### src/rtl/matrix_ls_sequencer.sv
// Row-by-row ld.m / st.m sequencer between issue, the dcache and the matrix register file.
// Optional MATRIX_LS_ALIGN_CHECK_EN aborts ops whose start address or stride is not row-aligned.
module matrix_ls_sequencer #(
  parameter int WORD_W = 32,
  parameter int ROWS   = 4,
  parameter int ROW_W  = 64,
  parameter int MREG_W = 4
) (
  input  logic                     CLK,
  input  logic                     nRST,
  input  logic                     issue_valid,
  output logic                     issue_ready,
  input  logic [1:0]               m_mem_type,
  input  logic [MREG_W-1:0]        matrix_rd,
  input  logic [WORD_W-1:0]        base,
  input  logic [WORD_W-1:0]        stride,
  input  logic [10:0]              imm,
  output logic                     mem_req,
  output logic                     mem_wen,
  output logic [WORD_W-1:0]        mem_addr,
  output logic [ROW_W-1:0]         mem_wdata,
  input  logic                     mem_ready,
  input  logic                     mem_rvalid,
  input  logic [ROW_W-1:0]         mem_rdata,
  output logic                     mrf_wen,
  output logic [MREG_W-1:0]        mrf_waddr,
  output logic [$clog2(ROWS)-1:0]  mrf_wrow,
  output logic [ROW_W-1:0]         mrf_wdata,
  output logic [MREG_W-1:0]        mrf_raddr,
  output logic [$clog2(ROWS)-1:0]  mrf_rrow,
  input  logic [ROW_W-1:0]         mrf_rdata,
  output logic                     busy,
  output logic                     done,
  output logic                     err
);
  localparam int RW = $clog2(ROWS);
  localparam logic [RW-1:0] LAST_ROW = RW'(ROWS-1);
  localparam logic [1:0] T_LOAD  = 2'b01;
  localparam logic [1:0] T_STORE = 2'b10;

  typedef enum logic [1:0] {IDLE, REQ, WAIT, DONE} state_t;

  state_t              state, state_nxt;
  logic [RW-1:0]       row, row_nxt;
  logic [WORD_W-1:0]   addr, addr_nxt;
  logic [WORD_W-1:0]   stride_q, stride_nxt;
  logic [MREG_W-1:0]   rd_q, rd_nxt;
  logic                store_q, store_nxt;
  logic [WORD_W-1:0]   start_addr;
  logic                misalign;

  assign start_addr = base + {{(WORD_W-11){imm[10]}}, imm};

`ifdef MATRIX_LS_ALIGN_CHECK_EN
  localparam int ALIGN_B = ROW_W / 8;
  logic err_q, err_nxt;
  assign misalign = ((start_addr % WORD_W'(ALIGN_B)) != '0) ||
                    ((stride % WORD_W'(ALIGN_B)) != '0);
  assign err      = (state == DONE) && err_q;
`else
  assign misalign = 1'b0;
  assign err      = 1'b0;
`endif

  always_ff @(posedge CLK or negedge nRST) begin
    if (!nRST) begin
      state    <= IDLE;
      row      <= '0;
      addr     <= '0;
      stride_q <= '0;
      rd_q     <= '0;
      store_q  <= 1'b0;
`ifdef MATRIX_LS_ALIGN_CHECK_EN
      err_q    <= 1'b0;
`endif
    end else begin
      state    <= state_nxt;
      row      <= row_nxt;
      addr     <= addr_nxt;
      stride_q <= stride_nxt;
      rd_q     <= rd_nxt;
      store_q  <= store_nxt;
`ifdef MATRIX_LS_ALIGN_CHECK_EN
      err_q    <= err_nxt;
`endif
    end
  end

  always_comb begin
    state_nxt   = state;
    row_nxt     = row;
    addr_nxt    = addr;
    stride_nxt  = stride_q;
    rd_nxt      = rd_q;
    store_nxt   = store_q;
`ifdef MATRIX_LS_ALIGN_CHECK_EN
    err_nxt     = err_q;
`endif
    issue_ready = 1'b0;
    mem_req     = 1'b0;
    mem_wen     = 1'b0;
    mem_addr    = '0;
    mem_wdata   = '0;
    mrf_wen     = 1'b0;
    mrf_wdata   = '0;
    done        = 1'b0;
    case (state)
      IDLE: begin
        issue_ready = 1'b1;
        if (issue_valid) begin
          rd_nxt     = matrix_rd;
          stride_nxt = stride;
          addr_nxt   = start_addr;
          row_nxt    = '0;
          store_nxt  = (m_mem_type == T_STORE);
`ifdef MATRIX_LS_ALIGN_CHECK_EN
          err_nxt    = misalign;
`endif
          // Misaligned and illegal ops retire through DONE without touching memory
          if (misalign)
            state_nxt = DONE;
          else if (m_mem_type == T_LOAD || m_mem_type == T_STORE)
            state_nxt = REQ;
          else
            state_nxt = DONE;
        end
      end
      REQ: begin
        mem_req   = 1'b1;
        mem_wen   = store_q;
        mem_addr  = addr;
        mem_wdata = mrf_rdata;
        if (mem_ready) begin
          if (!store_q)
            state_nxt = WAIT;
          else if (row == LAST_ROW)
            state_nxt = DONE;
          else begin
            row_nxt  = row + RW'(1);
            addr_nxt = addr + stride_q;
          end
        end
      end
      WAIT: begin
        if (mem_rvalid) begin
          mrf_wen   = 1'b1;
          mrf_wdata = mem_rdata;
          if (row == LAST_ROW)
            state_nxt = DONE;
          else begin
            row_nxt   = row + RW'(1);
            addr_nxt  = addr + stride_q;
            state_nxt = REQ;
          end
        end
      end
      DONE: begin
        done      = 1'b1;
        state_nxt = IDLE;
      end
      default: state_nxt = IDLE;
    endcase
  end

  assign mrf_waddr = rd_q;
  assign mrf_wrow  = row;
  assign mrf_raddr = rd_q;
  assign mrf_rrow  = row;
  assign busy      = (state != IDLE);

endmodule

### config.mk
export PLATFORM = sky130hd
export DESIGN_NAME = matrix_ls_sequencer
export DESIGN_NICKNAME = d
export VERILOG_FILES = /design/src/rtl/matrix_ls_sequencer.sv
export SDC_FILE = /design/constraint.sdc
export NUM_CORES = 1
export LEC_CHECK = 0
export ABC_AREA = 0
export CAP_MARGIN = 0
export CORE_AREA = 2 2 155 157
export CTS_CLUSTER_DIAMETER = 100
export DETAILED_ROUTE_END_ITERATION = 12
export DIE_AREA = 0 0 157 159
export PLACE_DENSITY = 0.68
export SLEW_MARGIN = 20
export SYNTH_ARGS = -nofsm -noshare
export SYNTH_HDL_FRONTEND = slang
export SYNTH_SLANG_ARGS = --single-unit
### constraint.sdc
create_clock -name CLK -period 4.3 [get_ports CLK]
set_input_delay 1.29 -clock CLK [delete_from_list [all_inputs] [get_ports CLK]]
set_output_delay 1.29 -clock CLK [all_outputs]
set_load 0.02 [all_outputs]
==> flow_summary.json <==
{
  "final_util_pct": 52.3,
  "synthesis.nets": 1190,
  "synth-seq-cells": 73,
  "fin_crit_ns": 4.00,
  "start_util_pct": 32.3,
  "clockBufferDepth": 2,
  "power.leakage_nw": 5.31,
  "arrival_ns": 4.23,
  "synth.largest_area_cell": "dfrtp_1",
  "worst_pin_slew_ns": 0.974,
  "fin_crit_sh_pct": 93.1,
  "finalNonFillerCells": 1607,
  "synth_commonest_cells": "and2_1 (101), and3_1 (73), dfrtp_1 (73)",
  "drive_above_1_share_pct": 8.62,
  "drt_pass1_iterations": 6,
  "routed_wirelength_um": 31400,
  "slew_viol_final": 0,
  "syn_inst": 906,
  "path_depth": 13,
  "rsz0062_at_grt": "false",
  "crit_chain": "clkdlybuf4s50_1, ha_1, fa_1, a21o_1, a21oi_2, o21bai_2, a2111oi_4, or3_4, a311oi_2, buf_4, a311oi_2, xnor2_1, a21o_1",
  "grt.total_usage_pct": 24.3,
  "grt_pass1_wl_um": 46900,
  "cts_tree": "yes",
  "holdPathStages": 2,
  "slew_headroom_pct": 34.8,
  "cap_violations": 0,
  "dp.cells": 1593,
  "synth_cell_types": 67,
  "fin_ws_ns": 0.296,
  "postCtsHoldBufs": 0,
  "numPortBuffers": 391,
  "status": "finished clean",
  "critPathLaunchType": "primary input",
  "cpLargestDelayFamily": "compound AO/OA/AOI/OAI gates",
  "synthArstFlopShare_pct": 100,
  "reg2regPathDepth": 12,
  "grt-ovfl-total": 0,
  "postCtsSetupRepairBufs": 0,
  "max_stage_delay_ns": 0.41,
  "drtIter0Drc": 428,
  "grt_pass1_vias": 7980,
  "yosys_warnings": 0,
  "ys.flop_type": "dfrtp_1",
  "via_per_inst": 5.04,
  "drt.antenna.violating_nets": 0,
  "end_kind": "flip-flop",
  "place_area_um2": 11800,
  "hold_viol": 0,
  "gp_congestion": 0.876,
  "path_max_fanout": 3,
  "area_growth_pct": 62.3,
  "dieWidth_um": 157,
  "htree_levels": 3,
  "synthMostInstantiatedCell": "and2_1",
  "criticalPathCategory": "in -> reg",
  "worst-path-buf-inv": 2,
  "coreArea_um2": 23200,
  "io_pins": 393,
  "peakVddDrop_v": 0.000383,
  "clk_pin_slew_ns": 0.06,
  "cts.sink_count": 73,
  "synth_top_area_share_pct": 24.4,
  "max_clock_freq_mhz": 250,
  "final_area_um2": 12100,
  "finalClockSkew_ns": 0.0133,
  "cts_buffers": 9,
  "post_cts_resized": 0,
  "clk-insertion-delay-late_ns": 0.34,
  "wl_per_cell_um": 19.6,
  "die_h_um": 159,
  "drc": 0,
  "antenna_found_initial": 1,
  "min_path_type": "reg -> reg",
  "worstPathRequired_ns": 4.53,
  "layout.nets": 1569,
  "diodes": 0,
  "dieArea_um2": 25000,
  "dpl.hpwl_um": 26000,
  "crit_path_top_delay_cell": "fa_1",
  "powerDensity_nw_per_um2": 703,
  "syn_avg_cell_area_um2": 8.26,
  "num_vias": 8092,
  "synth_area_leaders": "dfrtp_1 (24%), ha_1 (11%), and2_1 (8.4%), and3_1 (6.1%), mux2_2 (5.7%)",
  "cts_root_buf": "clkbuf_16",
  "netlist_area_um2": 7480,
  "total_power_mw": 8.53,
  "grt_max_degree": 74,
  "dp_slack_ns": -0.0911,
  "setup_viol": 0,
  "synth_edf_count": 0,
  "synth.yosys.seq_area_share_pct": 24.4,
  "row_count": 56
}
## final cells by class
class / instances / area (µm²)
Clock buffer: 9 / 225
Fill cell: 2193 / 11100
Clock inverter: 5 / 106
Inverter: 18 / 67.6
Tap cell: 319 / 399
Timing Repair Buffer: 423 / 4160
Multi-Input combinational cell: 760 / 5360
Sequential cell: 73 / 1830
## final timing paths
| kind | slack [ns] | to | startpoint |
|---|---|---|---|
| max reg2reg | 1.04 | addr[16]$_DFFE_PN0P_ | addr[0]$_DFFE_PN0P_ |
| max in group asynchronous | 2.57 | addr[27]$_DFFE_PN0P_ | nRST |
| max | 0.30 | addr[24]$_DFFE_PN0P_ | base[0] |
| min reg2reg | 0.50 | addr[5]$_DFFE_PN0P_ | addr[5]$_DFFE_PN0P_ |
| min in group asynchronous | 1.10 | stride_q[4]$_DFFE_PN0P_ | nRST |
| min | 0.50 | addr[5]$_DFFE_PN0P_ | addr[5]$_DFFE_PN0P_ |
## power by group
group | internal (mW) | total [mW] | switching (mW)
Combinational | 2.81 | 6.31 | 3.50
Clock | 0.561 | 0.852 | 0.291
Sequential | 1.06 | 1.36 | 0.305
## worst min-delay path, stage by stage (launching register included)
cell and delay [ns]:
dfrtp_1 0.36, nand2_1 0.05, o21ai_0 0.06
## routing by layer
| layer | track usage [%] | up-vias | share of wire, % |
|---|---|---|---|
| met4 | 6.59 | 0 | 2.3 |
| met2 | 41.3 | 270 | 48 |
| met3 | 4.11 | 34 | 6.2 |
| li1 | - | 4001 | - |
| met5 | 0 | - | 0 |
| met1 | 31.8 | 3787 | 44 |
## cells by family (layout without fill, tap and decap cells)
group	count (synthesis)	in the layout	share of synthesized area (%)
AOI/OAI and AO/OA	244	244	21.8
xor gates and xnor gates	50	50	5.85
adders and majority gates	70	70	11.9
buffers and inverters	73	455	4.06
DFF	73	73	24.4
muxes	47	47	6.94
other	1	1	0.0501
and+or+nand+nor	348	348	25.0
## cells in the final DEF (no fill, tap or decap), drive strengths merged, types with 39 or more instances in the layout
| cell type | count |
|---|---|
| ha | 68 |
| nand2 | 68 |
| mux2 | 39 |
| a21oi | 68 |
| nor2 | 56 |
| dfrtp | 73 |
| clkdlybuf4s50 | 389 |
| and3 | 74 |
| and2 | 102 |
| o21ai | 62 |
## per-stage QoR
step | setup TNS, ns | hold WS, ns
after global placement | -0.103 | 0.491
after CTS | 0 | 0.511
after floorplan | 0 | 0.470
after global routing | 0 | 0.529
after detailed placement | -0.258 | 0.498
final | 0 | 0.503
## sequential cells by signal, summed over array words and instances, names as in the netlist
name       count
mrf_rrow       2
store_q        1
addr          32
stride_q      32
mrf_raddr      4
state          2
No activity file was read; power rests on OpenSTA's default activity.
